--- src/rtl/cpu_ctrl_pkg.sv ---
// Shared pipeline-control definitions: PC source codes, exception codes,
// stall/flush bit positions and the hazard controller state encoding.
package cpu_ctrl_pkg;

    // PC source select codes
    localparam logic [2:0] PC_JMP  = 3'd0;
    localparam logic [2:0] PC_EXC  = 3'd1;
    localparam logic [2:0] PC_ERET = 3'd2;
    localparam logic [2:0] PC_CTRL = 3'd3;
    localparam logic [2:0] PC_SEQ  = 3'd4;

    // Exception codes as presented by the MEM stage
    localparam logic [31:0] EXC_NONE    = 32'h0;
    localparam logic [31:0] EXC_INT0    = 32'h1;
    localparam logic [31:0] EXC_INT7    = 32'h8;
    localparam logic [31:0] EXC_SYSCALL = 32'h9;
    localparam logic [31:0] EXC_RI      = 32'hA;
    localparam logic [31:0] EXC_OV      = 32'hB;
    localparam logic [31:0] EXC_TR      = 32'hC;
    localparam logic [31:0] EXC_ERET    = 32'hD;

    // Stall/flush vector bit positions
    localparam int B_PC    = 0;
    localparam int B_IFID  = 1;
    localparam int B_IDEX  = 2;
    localparam int B_EXMEM = 3;
    localparam int B_MEMWB = 4;

    // Common stall/flush patterns
    localparam logic [4:0] SF_NONE     = 5'b00000;
    localparam logic [4:0] STALL_ALL   = 5'b11111;
    localparam logic [4:0] STALL_LU    = 5'b00011;
    localparam logic [4:0] FLUSH_LU    = 5'b00100;
    localparam logic [4:0] FLUSH_BR    = 5'b00110;
    localparam logic [4:0] FLUSH_EXC   = 5'b01110;
    localparam logic [4:0] FLUSH_WDOG  = 5'b11110;

    typedef enum logic [1:0] {
        RUN  = 2'd0,
        PEND = 2'd1,
        LU   = 2'd2
    } hz_state_e;

endpackage

--- src/rtl/exc_vector_map.sv ---
// Combinational map from an exception code to its PC source, redirect
// vector and reserved-instruction flag. Shared with the CP0 block.
module exc_vector_map
    import cpu_ctrl_pkg::*;
#(
    parameter int unsigned      XLEN    = 32,
    parameter logic [XLEN-1:0]  VEC_EXC = 32'h80000000,
    parameter logic [XLEN-1:0]  VEC_INT = 32'h80000180
) (
    input  logic [31:0]     code,
    output logic [2:0]      pc_src,
    output logic [XLEN-1:0] vector,
    output logic            ri_flag
);

    // Interrupts go to the interrupt vector, eret has no vector, and every
    // other code (including unknown ones) goes to the general vector.
    always_comb begin
        pc_src  = PC_EXC;
        vector  = VEC_EXC;
        ri_flag = (code == EXC_RI);
        if (code >= EXC_INT0 && code <= EXC_INT7) begin
            vector = VEC_INT;
        end else if (code == EXC_ERET) begin
            pc_src = PC_ERET;
            vector = '0;
        end
    end

endmodule

--- src/rtl/pipe_hazard_ctrl.sv ---
// Pipeline hazard / redirect controller for the 5-stage CPU.
// Produces per-register stall/flush vectors, PC source select and redirect
// vector. Exceptions arriving during a memory stall are held (PEND) and
// taken when the stall clears; load-use bubbles beyond the first are owed
// in the LU state.
// Optional feature: define HAZARD_WATCHDOG_EN to enable the stall watchdog.
module pipe_hazard_ctrl
    import cpu_ctrl_pkg::*;
#(
    parameter int unsigned      XLEN        = 32,
    parameter int unsigned      REG_AW      = 5,
    parameter int unsigned      LOAD_LAT    = 1,
    parameter logic [XLEN-1:0]  VEC_EXC     = 32'h80000000,
    parameter logic [XLEN-1:0]  VEC_INT     = 32'h80000180,
    parameter int unsigned      WDOG_CYCLES = 1024
) (
    input  logic              clk,
    input  logic              reset,
    input  logic              id_jmp,
    input  logic              mem_jr,
    input  logic              mem_branch_state,
    input  logic              mem_stall,
    input  logic [31:0]       mem_excepttype,
    input  logic              idex_mem_r,
    input  logic [REG_AW-1:0] ifid_rs_addr,
    input  logic [REG_AW-1:0] ifid_real_rt_addr,
    input  logic [REG_AW-1:0] idex_real_rd_addr,
    output logic [4:0]        cu_stall,
    output logic [4:0]        cu_flush,
    output logic [2:0]        cu_pc_src,
    output logic [XLEN-1:0]   cu_vector,
    output logic              cu_exc_taken,
    output logic              cu_wdog_to
);

    hz_state_e   st, st_nxt;
    logic [31:0] exc_q, exc_q_nxt;
    logic [1:0]  lu_cnt, lu_cnt_nxt;

    logic            exc_live;
    logic            br_live;
    logic            lu_hit;
    logic            do_exc;
    logic            do_br;
    logic [31:0]     sel_code;
    logic [2:0]      map_src;
    logic [XLEN-1:0] map_vec;
    logic            map_ri;

    assign exc_live = (mem_excepttype != EXC_NONE);
    assign br_live  = mem_branch_state | mem_jr;
    assign lu_hit   = idex_mem_r &&
                      ((ifid_rs_addr == idex_real_rd_addr) ||
                       (ifid_real_rt_addr == idex_real_rd_addr));
    // A held exception redirects from the latched code, never the live input
    assign sel_code = (st == PEND) ? exc_q : mem_excepttype;

    exc_vector_map #(
        .XLEN    (XLEN),
        .VEC_EXC (VEC_EXC),
        .VEC_INT (VEC_INT)
    ) u_map (
        .code    (sel_code),
        .pc_src  (map_src),
        .vector  (map_vec),
        .ri_flag (map_ri)
    );

`ifdef HAZARD_WATCHDOG_EN
    localparam int unsigned WD_W = $clog2(WDOG_CYCLES) + 1;
    logic [WD_W-1:0] wd_cnt, wd_cnt_nxt;
    logic            wd_hit;

    // Timeout fires on the WDOG_CYCLES-th consecutive stalled cycle
    assign wd_hit = mem_stall && (wd_cnt == WD_W'(WDOG_CYCLES - 1));
`endif

    // Output decode and next-state selection from state and live inputs
    always_comb begin
        cu_stall     = SF_NONE;
        cu_flush     = SF_NONE;
        cu_pc_src    = PC_SEQ;
        cu_vector    = '0;
        cu_exc_taken = 1'b0;
        cu_wdog_to   = 1'b0;
        st_nxt       = st;
        exc_q_nxt    = exc_q;
        lu_cnt_nxt   = lu_cnt;
        do_exc       = 1'b0;
        do_br        = 1'b0;

        unique case (st)
            RUN: begin
                if (mem_stall) begin
                    cu_stall = STALL_ALL;
                    if (exc_live) begin
                        exc_q_nxt = mem_excepttype;
                        st_nxt    = PEND;
                    end
                end else if (exc_live) begin
                    do_exc = 1'b1;
                end else if (br_live) begin
                    do_br = 1'b1;
                end else if (id_jmp) begin
                    cu_pc_src = PC_JMP;
                end else if (lu_hit) begin
                    cu_stall = STALL_LU;
                    cu_flush = FLUSH_LU;
                    if (LOAD_LAT > 1) begin
                        lu_cnt_nxt = 2'(LOAD_LAT - 1);
                        st_nxt     = LU;
                    end
                end
            end
            PEND: begin
                if (mem_stall) begin
                    cu_stall = STALL_ALL;
                end else begin
                    do_exc    = 1'b1;
                    exc_q_nxt = EXC_NONE;
                    st_nxt    = RUN;
                end
            end
            LU: begin
                if (mem_stall) begin
                    // Bubbles are frozen; an exception still must not be lost
                    cu_stall = STALL_ALL;
                    if (exc_live) begin
                        exc_q_nxt  = mem_excepttype;
                        lu_cnt_nxt = 2'd0;
                        st_nxt     = PEND;
                    end
                end else if (exc_live) begin
                    do_exc     = 1'b1;
                    lu_cnt_nxt = 2'd0;
                    st_nxt     = RUN;
                end else if (br_live) begin
                    do_br      = 1'b1;
                    lu_cnt_nxt = 2'd0;
                    st_nxt     = RUN;
                end else begin
                    cu_stall   = STALL_LU;
                    cu_flush   = FLUSH_LU;
                    lu_cnt_nxt = lu_cnt - 2'd1;
                    if (lu_cnt == 2'd1) begin
                        st_nxt = RUN;
                    end
                end
            end
            default: begin
                st_nxt = RUN;
            end
        endcase

        if (do_exc) begin
            cu_flush     = FLUSH_EXC;
            cu_exc_taken = 1'b1;
            cu_pc_src    = map_src;
            cu_vector    = (map_src == PC_EXC) ? map_vec : '0;
            if (map_ri) begin
                cu_stall = SF_NONE;
            end
        end

        if (do_br) begin
            cu_pc_src = PC_CTRL;
            cu_flush  = FLUSH_BR;
        end

`ifdef HAZARD_WATCHDOG_EN
        wd_cnt_nxt = mem_stall ? (wd_cnt + 1'b1) : '0;
        if (wd_hit) begin
            cu_stall     = SF_NONE;
            cu_flush     = FLUSH_WDOG;
            cu_pc_src    = PC_EXC;
            cu_vector    = VEC_EXC;
            cu_wdog_to   = 1'b1;
            cu_exc_taken = 1'b1;
            wd_cnt_nxt   = '0;
            st_nxt       = RUN;
            exc_q_nxt    = EXC_NONE;
            lu_cnt_nxt   = 2'd0;
        end
`endif

        // While reset is held the pipeline registers are flushed
        if (reset) begin
            cu_stall     = SF_NONE;
            cu_flush     = FLUSH_EXC;
            cu_pc_src    = PC_SEQ;
            cu_vector    = '0;
            cu_exc_taken = 1'b0;
            cu_wdog_to   = 1'b0;
        end
    end

    // Controller state registers
    always_ff @(posedge clk or posedge reset) begin
        if (reset) begin
            st     <= RUN;
            exc_q  <= EXC_NONE;
            lu_cnt <= 2'd0;
        end else begin
            st     <= st_nxt;
            exc_q  <= exc_q_nxt;
            lu_cnt <= lu_cnt_nxt;
        end
    end

`ifdef HAZARD_WATCHDOG_EN
    // Consecutive memory-stall cycle counter
    always_ff @(posedge clk or posedge reset) begin
        if (reset) begin
            wd_cnt <= '0;
        end else begin
            wd_cnt <= wd_cnt_nxt;
        end
    end
`endif

endmodule

--- config.mk ---
export PLATFORM = sky130hd
export DESIGN_NAME = pipe_hazard_ctrl
export DESIGN_NICKNAME = d
export VERILOG_FILES = /design/src/rtl/cpu_ctrl_pkg.sv /design/src/rtl/exc_vector_map.sv /design/src/rtl/pipe_hazard_ctrl.sv
export SDC_FILE = /design/constraint.sdc
export NUM_CORES = 1
export LEC_CHECK = 0
export ABC_AREA = 1
export CAP_MARGIN = 40
export CORE_MARGIN = 2
export CORE_UTILIZATION = 40
export CTS_CLUSTER_DIAMETER = 60
export CTS_CLUSTER_SIZE = 12
export DETAILED_ROUTE_END_ITERATION = 16
export GPL_ROUTABILITY_DRIVEN = 0
export PLACE_DENSITY = 0.86
export SLEW_MARGIN = 10
export SYNTH_ARGS = -nofsm -noshare
export SYNTH_HDL_FRONTEND = slang
export SYNTH_SLANG_ARGS = --single-unit
--- constraint.sdc ---
create_clock -name clk -period 1.8 [get_ports clk]
set_input_delay 0.36 -clock clk [delete_from_list [all_inputs] [get_ports clk]]
set_output_delay 0.36 -clock clk [all_outputs]
set_load 0.005 [all_outputs]
==> impl_metrics.toml <==
[critical_path]
arrival_ps = 1830
r2r_slack_ps = 100
cp-end-kind = "output port"
timing.rr.end = "exc_q[13]$_DFFE_PP0P_"
crit_path_start_kind = "flip-flop"
worstRegToRegCells = 8
crit_fanout = 6
crit_type = "flip-flop to output port"
worstReg2RegStart = "st[0]$_DFFE_PP0P_"
crit_required_ps = 1440

[placement]
numPortBuffers = 68
place_ws_ps = -986
hpwl_mm = 4.92

[detailed_routing]
routed_wl_mm = 7.28
dr.pass1.iters = 4
wl_per_cell_um = 13.0
num_vias = 2685
drc = 0
viasPerCell = 4.79
ant_nets = 0
initialDrtViolationCount = 143

[run]
maxCapViolCount = 0

[hold_path]
worstHoldStart = "mem_excepttype[19]"
hold_end = "exc_q[19]$_DFFE_PP0P_"
min_path_type = "input pin to flip-flop"
min_path_cells = 3

[timing]
period_share = 1.22
worst_hold_slack_ps = 325
rsz0062_at_grt = "yes"
hold_viol_final = 0
fin_ws_ps = -391
period_needed_ps = 2190
slew_violations = 0
fin_skew_ps = 5.13
setup_viol = 15
timing.fmax_mhz = 456

[logic_synthesis]
synthCells = 358
synth_area_leaders = "dfrtp_1, nand2_1, buf_4"
synth_area_leader_cell = "dfrtp_1"
syn_area_um2 = 2660
synth_seq_area_share = 0.338
ys.flop_type = "dfrtp_1"
synth_top_area_share = 0.338
synth_area_per_cell_um2 = 7.44
async_flop_share = 1.00
synth_cell_type_count = 39
synth_edf_count = 0
ys_warn_count = 0
synth-seq-cells = 36

[finish]
fill_cells = 532
area_growth_pct = 46.0
final_common_cell = "nand2_1"
final_cell_mix = "nand2_1, buf_4, dfrtp_1"
drive_gt1_frac = 0.433
diodes = 0
num-nets-final = 537

[outcome]
failed_checks = "setup timing"
status = "complete, but fails checks"

[power_and_ir_drop]
power_density_nw_per_um2 = 1100
p_leak_nw = 2.01
ir_worst_vdd_v = 0.000632

[grt]
grt_pass1_wl_mm = 11.2
grt_pass1_vias = 2564
antenna_found_initial = 0
gr-usage-all-layers = 0.188
grt_max_degree = 28
grt_overflow = 0

[clock_network]
cts_root_buffer = "clkbuf_8"
cts_tree = "done"
cts_buffers = 5
hold_buffers = 0
cts_max_level = 2
clock_path_buffers = 2
clkSlewWorstSetupHoldPaths_ps = 70
clock_sink_count = 36
insertion_delay_ps = 290

[floorplanning]
initial_core_util = 0.417
die_area_um2 = 7330
die_width_um = 85.6
core_area_um2 = 6390
io_pins = 101
die_height_um = 85.6
rows = 29
metal layers:
metal  global-route usage  part of all wire
met2                0.348              0.55
met3               0.0308             0.038
met5                    0                 0
met4               0.0722             0.023
met1                0.216              0.39
state kept, by name, summed over array words and instances (netlist names):
register  count
st            2
exc_q        32
lu_cnt        2
worst max-delay path, stage by stage (launching register included):
cell and delay (ps):
dfrtp_1 400, inv_2 100, nand2_4 90, buf_6 150, a21oi_4 170, nand2_2 90, nor3_2 180, nand2_2 100
a21oi_2 140, buf_2 130
report_power, final:
part	switching (mW)	internal, mW
Clock	0.278	0.312
Sequential	0.209	1.17
Combinational	1.31	1.01
through the flow:
step / power (mW) / instance area [um^2] / TNS, ps / utilization / instances
6_report: 4.28 / 3890 / -3470 / 0.609 / 560
5_1_grt: 4.59 / 3890 / -4700 / 0.609 / 560
4_1_cts: 4.17 / 3700 / -2960 / 0.580 / 556
3_5_place_dp: 3.39 / 3540 / -23300 / 0.554 / 529
3_3_place_gp: 3.30 / 3540 / -20690 / 0.554 / 529
2_1_floorplan: 2.84 / 2790 / 0 / - / 389
Yosys cell counts, types with 2 or more instances:
library cell  instances
dfrtp_1              36
inv_1                27
nand2_4               3
nand3_1               8
buf_6                 6
o21ai_2              27
o21a_1                2
nand2_1             113
a21oi_2               4
o31ai_1               5
a21oi_1               2
clkbuf_1              3
nand2_2               3
o21ai_0               3
xnor2_1               2
buf_4                36
nand4_1               5
o21ai_1               3
nor2_1               49
nor4_1                2
worst max-delay path by stage:
stage / from / endpoint / slack [ps]
floorplan: mem_excepttype[31] / cu_stall[1] / 20
global placement: mem_excepttype[26] / cu_stall[0] / -930
detailed placement: mem_excepttype[9] / cu_stall[0] / -990
CTS: st[1]$_DFFE_PP0P_ / cu_pc_src[0] / -330
global route: st[1]$_DFFE_PP0P_ / cu_vector[8] / -500
finish: st[1]$_DFFE_PP0P_ / cu_pc_src[1] / -390
final cells by class:
cell class,count,area (um^2),share of cell area
inverter,28,109,0.0280
multi-input combinational,279,1620,0.417
timing repair buffer,132,1070,0.276
clock buffer,8,90.1,0.0232
sequential,36,902,0.232
tap,77,96.3,0.0248
kinds of logic after synthesis:
logic type | synth area share
buffers and inverters | 0.178
flip-flops | 0.338
AO/OA/AOI/OAI | 0.153
XOR/XNOR | 0.00658
adder cells (fa/ha/maj) | 0.00470
other | 0.00141
AND/OR/NAND/NOR | 0.318
timing repair:
item | in CTS | in global routing
gates cloned | 1 | 0
setup buffers | 19 | 4
pin swaps | 62 | 31
resized for setup | 245 | 44
setup endpoints to repair | 47 | 15
(Power assumes the default switching activity.)
